$ cat config.mk
export PLATFORM = sky130hd
export DESIGN_NAME = uart_cmd_slave
export DESIGN_NICKNAME = d
export VERILOG_FILES = /design/src/rtl/uart_cmd_slave.sv
export SDC_FILE = /design/constraint.sdc
export NUM_CORES = 1
export LEC_CHECK = 0
export CORE_ASPECT_RATIO = 1.75
export CORE_MARGIN = 4
export CORE_UTILIZATION = 40
export DETAILED_ROUTE_END_ITERATION = 8
export DONT_BUFFER_PORTS = 1
export GPL_TIMING_DRIVEN = 0
export PLACE_DENSITY = 0.62
export SYNTH_ARGS = -nofsm -noshare
export SYNTH_HDL_FRONTEND = slang
export SYNTH_SLANG_ARGS = --single-unit
$ cat constraint.sdc
create_clock -name clk -period 3.8 [get_ports clk]
set_clock_uncertainty 0.05 [all_clocks]
set_input_delay 0.19 -clock clk [delete_from_list [all_inputs] [get_ports clk]]
set_output_delay 0.19 -clock clk [all_outputs]
set_load 0.01 [all_outputs]
$ cat src/rtl/uart_cmd_slave.sv
`default_nettype none
// ============================================================================
// Module      : uart_cmd_slave
// Description : UART command responder. Receives 11-bit frames (start, 8 data
//               LSB first, even parity, stop) and turns them into register
//               write strobes (2-frame command) or register reads whose byte
//               is returned as one frame on tx (1-frame command).
// Revision    : 1.0 - initial release
// ============================================================================
module uart_cmd_slave #(
    parameter int BR           = 434,
    parameter int TIMEOUT_BITS = 32,
    parameter int TURN_BITS    = 1
) (
    input  logic       clk,
    input  logic       rst,
    input  logic       rx,
    output logic       tx,
    output logic       wr_en,
    output logic [6:0] wr_addr,
    output logic [7:0] wr_data,
    output logic       rd_en,
    output logic [6:0] rd_addr,
    input  logic [7:0] rd_data,
    output logic       frame_err,
    output logic       busy
);

    localparam int BW     = (BR > 2) ? $clog2(BR) : 1;
    localparam int TO_CYC = TIMEOUT_BITS * BR;
    localparam int TN_CYC = TURN_BITS * BR;
    localparam int T_MAX  = (TO_CYC > TN_CYC) ? TO_CYC : TN_CYC;
    localparam int TW     = $clog2(T_MAX + 1);

    localparam logic [BW-1:0] C_BAUD_LAST = BW'(BR - 1);
    localparam logic [BW-1:0] C_BAUD_HALF = BW'(BR / 2 - 1);
    localparam logic [TW-1:0] C_TO_LAST   = TW'(TO_CYC - 1);
    localparam logic [TW-1:0] C_TURN_LAST = TW'(TN_CYC - 1);

    localparam logic [3:0] IDLE     = 4'd0;
    localparam logic [3:0] R_START  = 4'd1;
    localparam logic [3:0] R_DATA   = 4'd2;
    localparam logic [3:0] R_PARITY = 4'd3;
    localparam logic [3:0] R_STOP   = 4'd4;
    localparam logic [3:0] DECODE   = 4'd5;
    localparam logic [3:0] WAIT_B2  = 4'd6;
    localparam logic [3:0] RD_REQ   = 4'd7;
    localparam logic [3:0] RD_CAP   = 4'd8;
    localparam logic [3:0] TURN     = 4'd9;
    localparam logic [3:0] T_START  = 4'd10;
    localparam logic [3:0] T_DATA   = 4'd11;
    localparam logic [3:0] T_PARITY = 4'd12;
    localparam logic [3:0] T_STOP   = 4'd13;

    logic          rx_meta_q, rx_s_q, rx_prev_q;
    logic [3:0]    state_q, state_d;
    logic [BW-1:0] baud_q, baud_d;
    logic [2:0]    bit_q, bit_d;
    logic [7:0]    sh_q, sh_d;
    logic          par_q, par_d;
    logic          stop_q, stop_d;
    logic          byte2_q, byte2_d;
    logic [6:0]    addr_q, addr_d;
    logic [TW-1:0] tmr_q, tmr_d;
    logic [7:0]    txsh_q, txsh_d;
    logic          txpar_q, txpar_d;
    logic          wr_en_q, wr_en_d;
    logic [6:0]    wr_addr_q, wr_addr_d;
    logic [7:0]    wr_data_q, wr_data_d;
    logic [6:0]    rd_addr_q, rd_addr_d;
    logic          ferr_d;

    logic rx_fall;
    logic baud_tick;
    logic rx_bad;

    assign rx_fall   = rx_prev_q & ~rx_s_q;
    assign baud_tick = (baud_q == C_BAUD_LAST);
    assign rx_bad    = (par_q != ^sh_q) | ~stop_q;

    // Two-flop synchronizer plus one flop of history for start-edge detection
    always_ff @(posedge clk or posedge rst) begin
        if (rst) begin
            rx_meta_q <= 1'b1;
            rx_s_q    <= 1'b1;
            rx_prev_q <= 1'b1;
        end else begin
            rx_meta_q <= rx;
            rx_s_q    <= rx_meta_q;
            rx_prev_q <= rx_s_q;
        end
    end

    // Next-state logic for receive, decode, read fetch and response transmit
    always_comb begin
        state_d   = state_q;
        baud_d    = baud_q;
        bit_d     = bit_q;
        sh_d      = sh_q;
        par_d     = par_q;
        stop_d    = stop_q;
        byte2_d   = byte2_q;
        addr_d    = addr_q;
        tmr_d     = tmr_q;
        txsh_d    = txsh_q;
        txpar_d   = txpar_q;
        wr_en_d   = 1'b0;
        wr_addr_d = wr_addr_q;
        wr_data_d = wr_data_q;
        rd_addr_d = rd_addr_q;
        ferr_d    = 1'b0;

        case (state_q)
            IDLE: begin
                baud_d = '0;
                bit_d  = '0;
                if (rx_fall) begin
                    byte2_d = 1'b0;
                    state_d = R_START;
                end
            end
            R_START: begin
                if (baud_q == C_BAUD_HALF) begin
                    baud_d = '0;
                    if (rx_s_q) begin
                        // False start: byte 2 resumes its running timeout
                        state_d = byte2_q ? WAIT_B2 : IDLE;
                    end else begin
                        state_d = R_DATA;
                    end
                end else begin
                    baud_d = baud_q + 1'b1;
                end
            end
            R_DATA: begin
                if (baud_tick) begin
                    baud_d = '0;
                    sh_d   = {rx_s_q, sh_q[7:1]};
                    bit_d  = bit_q + 3'd1;
                    if (bit_q == 3'd7) begin
                        state_d = R_PARITY;
                    end
                end else begin
                    baud_d = baud_q + 1'b1;
                end
            end
            R_PARITY: begin
                if (baud_tick) begin
                    baud_d  = '0;
                    par_d   = rx_s_q;
                    state_d = R_STOP;
                end else begin
                    baud_d = baud_q + 1'b1;
                end
            end
            R_STOP: begin
                // Sampled mid-bit; the rest of the stop bit overlaps DECODE
                if (baud_tick) begin
                    baud_d  = '0;
                    stop_d  = rx_s_q;
                    state_d = DECODE;
                end else begin
                    baud_d = baud_q + 1'b1;
                end
            end
            DECODE: begin
                if (rx_bad) begin
                    ferr_d  = 1'b1;
                    state_d = IDLE;
                end else if (byte2_q) begin
                    wr_en_d   = 1'b1;
                    wr_addr_d = addr_q;
                    wr_data_d = sh_q;
                    state_d   = IDLE;
                end else if (sh_q[7]) begin
                    addr_d  = sh_q[6:0];
                    byte2_d = 1'b1;
                    tmr_d   = '0;
                    state_d = WAIT_B2;
                end else begin
                    rd_addr_d = sh_q[6:0];
                    state_d   = RD_REQ;
                end
            end
            WAIT_B2: begin
                baud_d = '0;
                bit_d  = '0;
                if (rx_fall) begin
                    state_d = R_START;
                end else if (tmr_q == C_TO_LAST) begin
                    ferr_d  = 1'b1;
                    state_d = IDLE;
                end else begin
                    tmr_d = tmr_q + 1'b1;
                end
            end
            RD_REQ: begin
                state_d = RD_CAP;
            end
            RD_CAP: begin
                txsh_d  = rd_data;
                txpar_d = ^rd_data;
                tmr_d   = '0;
                state_d = TURN;
            end
            TURN: begin
                baud_d = '0;
                bit_d  = '0;
                if (tmr_q == C_TURN_LAST) begin
                    state_d = T_START;
                end else begin
                    tmr_d = tmr_q + 1'b1;
                end
            end
            T_START: begin
                if (baud_tick) begin
                    baud_d  = '0;
                    state_d = T_DATA;
                end else begin
                    baud_d = baud_q + 1'b1;
                end
            end
            T_DATA: begin
                if (baud_tick) begin
                    baud_d = '0;
                    txsh_d = {1'b0, txsh_q[7:1]};
                    bit_d  = bit_q + 3'd1;
                    if (bit_q == 3'd7) begin
                        state_d = T_PARITY;
                    end
                end else begin
                    baud_d = baud_q + 1'b1;
                end
            end
            T_PARITY: begin
                if (baud_tick) begin
                    baud_d  = '0;
                    state_d = T_STOP;
                end else begin
                    baud_d = baud_q + 1'b1;
                end
            end
            T_STOP: begin
                if (baud_tick) begin
                    baud_d  = '0;
                    state_d = IDLE;
                end else begin
                    baud_d = baud_q + 1'b1;
                end
            end
            default: begin
                state_d = IDLE;
            end
        endcase
    end

    // State and datapath registers; reset abandons any partial command
    always_ff @(posedge clk or posedge rst) begin
        if (rst) begin
            state_q   <= IDLE;
            baud_q    <= '0;
            bit_q     <= '0;
            sh_q      <= '0;
            par_q     <= 1'b0;
            stop_q    <= 1'b1;
            byte2_q   <= 1'b0;
            addr_q    <= '0;
            tmr_q     <= '0;
            txsh_q    <= '0;
            txpar_q   <= 1'b0;
            wr_en_q   <= 1'b0;
            wr_addr_q <= '0;
            wr_data_q <= '0;
            rd_addr_q <= '0;
        end else begin
            state_q   <= state_d;
            baud_q    <= baud_d;
            bit_q     <= bit_d;
            sh_q      <= sh_d;
            par_q     <= par_d;
            stop_q    <= stop_d;
            byte2_q   <= byte2_d;
            addr_q    <= addr_d;
            tmr_q     <= tmr_d;
            txsh_q    <= txsh_d;
            txpar_q   <= txpar_d;
            wr_en_q   <= wr_en_d;
            wr_addr_q <= wr_addr_d;
            wr_data_q <= wr_data_d;
            rd_addr_q <= rd_addr_d;
        end
    end

    // Serial output decoded from state so reset forces the line high at once
    always_comb begin
        case (state_q)
            T_START:  tx = 1'b0;
            T_DATA:   tx = txsh_q[0];
            T_PARITY: tx = txpar_q;
            default:  tx = 1'b1;
        endcase
    end

    assign wr_en     = wr_en_q;
    assign wr_addr   = wr_addr_q;
    assign wr_data   = wr_data_q;
    assign rd_en     = (state_q == RD_REQ);
    assign rd_addr   = rd_addr_q;
    assign frame_err = ferr_d;
    assign busy      = (state_q != IDLE);

endmodule
`default_nettype wire
==> key figures <==
Critical path
  • WS Path Type: reg -> reg
  • CP endpoint kind: flop
  • Number of cells on the critical path: 8
  • Critical R2R Capture: state_q[1]
  • Critical Path Start Type: flop
  • CP peak stage delay: ~490 ps
  • Worst Path Buf+Inv: 3
  • Reg2Reg Launch Point: state_q[3]
  • Crit path top cell by count: buf_2
  • Req. time, crit path: 3980 ps
  • Top Family by Delay on Critical Path: buffers and inverters
  • Slowest stage cell, crit path: nor4bb_1
  • Crit-path cells: buf_2, nor4bb_1, nand3_1, o22ai_1, buf_2, buf_2, o221ai_1, o2bb2ai_1
  • R2R depth: 8
  • R2R Setup Slk: 1100 ps
  • Max FO, Critical Path: 10
  • Arr. time, crit path: 2880 ps

Global route
  • Largest net degree at the start of global routing: slightly below 60
  • Vias in the first global route: ~3,600
  • All-Layer GR Usage: between 10% and 20%
  • Overflow after GRT: 0
  • Antenna violations before repair: 0
  • First-pass GRT wire length: 18,100 um

Clocking
  • Post-CTS resize count: 0
  • Clock-pin transition on the worst setup and hold timing paths: 70 ps
  • CTS sink cnt: a little over 80
  • Root buf cell: clkbuf_16
  • CTS buffer count: 9
  • Clk buf depth: 2
  • TritonCTS clock tree: yes
  • H-tree levels: 3
  • Clock Latency Late Sink: 340 ps

Floorplan
  • Core area: between 10,000 and 15,000 um2
  • Initial Util: between 40% and 50%
  • Die Y: 150 um
  • Die Span X: slightly below 90 um
  • # IOs: 38
  • Rows: roughly 50
  • Die Area: between 10,000 and 15,000 um2

Yosys
  • Register bit total from synthesis: 83
  • Count of cell types in the netlist: ~70
  • Syn_nets: 440
  • Asr flop ratio synth: 100%
  • Average size of a mapped cell: 10.8 um2
  • Most used flip-flop cell after synthesis: dfrtp_1
  • Post-synthesis sequential area ratio: between 40% and 50%
  • Post-Syn Area: roughly 4600 um2
  • EDFF count, synth: 0
  • Syn Inst Count: approximately 420
  • Yosys warns: 0

Power and ir drop
  • PD cells: about 550 nW/um2
  • VDD IR max: ~0.34 mV
  • Sw frac: 37.8%
  • Sw Pwr: approximately 0.0011 W
  • Clk pwr share: a little under a third
  • Leakage: ~2.2 nW
  • Int Power: around 0.0017 W
  • Reg power frac: between 30% and 40%
  • Logic gate share of total power: 32.0%

Min path
  • Hold Crit Class: in -> reg
  • Hold path start: rd_data[2]
  • Hold Path Sink: txsh_q[2]
  • Hold Path Stages: 2

Route
  • WL/cell: between 15 and 20 um
  • Post-DRT Antenna Nets: 0
  • # DRC: 0
  • Total number of vias: about 3,400
  • Initial DRC Count: approximately 150
  • DRT Wirelength: 10,800 um
  • Vias/cell: between 5 and 6
  • Number of iterations in the first detailed-routing pass: 4

Timing
  • Period minus WS final: roughly 2700 ps
  • Final Max Tran Viols: 0
  • Final Hold Viols: 0
  • Sum of negative setup slack: 0 ps
  • Fmax: about 370 MHz
  • Unrepaired setup endpoints after global routing: false
  • Worst slew margin: between 40% and 50%
  • Slew of the pin with the lowest slew margin: approximately 830 ps
  • Final worst path period share: 71.2%
  • Count of final setup violators: 0

Final layout
  • Non-Filler Instances: between 500 and 600
  • Fin nets: between 400 and 500
  • Antenna fix cells: 0
  • Util after Layout: 45.6%
  • Filler cells: 1,042
  • Layout cell share with drive strength beyond 1: around 19%
  • P&R area growth vs syn: 11.1%

Outcome
  • Status: completed

Placed design
  • Inst Count DP: roughly 560
  • Port buffer count: 0
  • GPL Wtd Cong: around 0.92
  • Detailed Place HPWL: 8080 um

Flow run
  • Max Cap Violations: 0
[final cells by class]
class / instances / area [um2] / area share [%]
repair buffers: 3 / 47.5 / 0.935
inverters: 15 / 58.8 / 1.16
well taps: 132 / 165 / 3.25
clock buffers: 9 / 225 / 4.43
clock inverters: 7 / 68.8 / 1.35
flip-flops and latches: 83 / 2080 / 40.9
multi-input cells: 301 / 2330 / 45.9
plain buffers: 23 / 106 / 2.09
[per-stage QoR]
stage	setup slack, ps	hold WS [ps]	area [um2]	total power (W)
detailed placement	1190	21.4	4770	0.00195
global route	989	27.9	5090	0.00297
global placement	567	145	4740	0.00192
finish	1100	14.5	5090	0.00280
floorplan	1430	144	4580	0.00171
CTS	1170	6.33	5090	0.00283
[power by group through the flow]
stage / sequential [W] / combinational (W) / clock (W)
after floorplan: 0.00104 / 0.000670 / 0
after global placement: 0.00106 / 0.000866 / 0
after detailed placement: 0.00106 / 0.000889 / 0
after CTS: 0.00104 / 0.000896 / 0.000886
after global routing: 0.00106 / 0.000991 / 0.000926
final: 0.00105 / 0.000894 / 0.000858
[placed cells by master (no fill, tap or decap), types with 5 or more instances in the layout]
cell       count
nor4_1         5
nor4b_1        5
nand3_1       21
inv_1         13
a31oi_1        6
nor4bb_1       6
nand2_1       16
ha_1           7
mux2_4        17
xnor2_1       10
clkbuf_16      9
xor2_1         8
nor2_1        21
o211ai_1       5
nand2b_1       8
mux2i_1        9
or4_1          5
dfrtp_1       79
buf_2          7
nor3_1        11
and3_1         5
o21ai_0       20
nand4_1        7
mux2_2        24
clkbuf_1      11
a21oi_1       24
[synth_stat cells (4+ instances only)]
| cell type | n | area share [%] |
|---|---|---|
| a21oi_1 | 24 | 2.6 |
| a31oi_1 | 6 | 0.82 |
| a41oi_1 | 4 | 0.77 |
| and2_1 | 4 | 0.55 |
| and3_1 | 5 | 0.68 |
| buf_2 | 7 | 0.77 |
| clkbuf_1 | 11 | 0.90 |
| dfrtp_1 | 79 | 43 |
| dfstp_2 | 4 | 2.3 |
| ha_1 | 7 | 1.9 |
| inv_1 | 14 | 1.1 |
| mux2_2 | 24 | 5.9 |
| mux2_4 | 17 | 5.6 |
| mux2i_1 | 9 | 2.0 |
| nand2_1 | 16 | 1.3 |
| nand2b_1 | 8 | 1.1 |
| nand3_1 | 21 | 2.3 |
| nand4_1 | 7 | 0.96 |
| nor2_1 | 21 | 1.7 |
| nor3_1 | 11 | 1.2 |
| nor4_1 | 5 | 0.68 |
| nor4b_1 | 5 | 0.96 |
| nor4bb_1 | 6 | 1.3 |
| o211ai_1 | 5 | 0.82 |
| o21ai_0 | 20 | 2.2 |
| or4_1 | 5 | 0.82 |
| xnor2_1 | 10 | 1.9 |
| xor2_1 | 8 | 1.5 |
[routing by layer]
metal | global-route usage [%] | wire length, um | vias to the layer above
met4 | 7.94 | 297 | 0
met5 | 0 | 0 | -
met1 | 18.3 | 4260 | 1677
met3 | 3.97 | 348 | 25
met2 | 32.0 | 5930 | 72
li1 | - | - | 1600
[repair_timing]
item | 4_1_cts | 5_1_grt
endpoints found under the setup margin | 0 | 0
buffers inserted | 0 | 0
hold buffers | 2 | 0
hold endpoints to repair | 26 | 0
[kinds of logic (layout without fill, tap and decap cells)]
group	count (synthesis)	count (layout)	synth area share (%)
AO/OA/AOI/OAI	93	93	13.8
buffers and inverters	38	57	3.55
adder cells (fa/ha/maj)	7	7	1.91
multiplexers	50	50	13.4
XOR/XNOR	21	21	5.11
AND/OR/NAND/NOR	130	130	16.7
flip-flops	83	83	45.5
[worst max-delay path by stage]
stage                           from          to  slack [ps]
after floorplan                  rst   addr_q[0]        1430
after global placement           rst    bit_q[1]         570
after detailed placement  state_q[3]  state_q[1]        1190
after CTS                 state_q[3]  state_q[1]        1170
after global routing      state_q[2]  state_q[1]         990
final                     state_q[3]  state_q[1]        1100
[flip-flops by register name, summed over array words and instances, names as in the netlist]
signal	count
wr_en	1
state_q	4
wr_data	8
txpar_q	1
rx_meta_q	1
addr_q	7
bit_q	3
txsh_q	8
stop_q	1
sh_q	8
byte2_q	1
rx_s_q	1
rd_addr	7
baud_q	9
tmr_q	14
wr_addr	7
rx_prev_q	1
par_q	1
(Power assumes the default switching activity.)
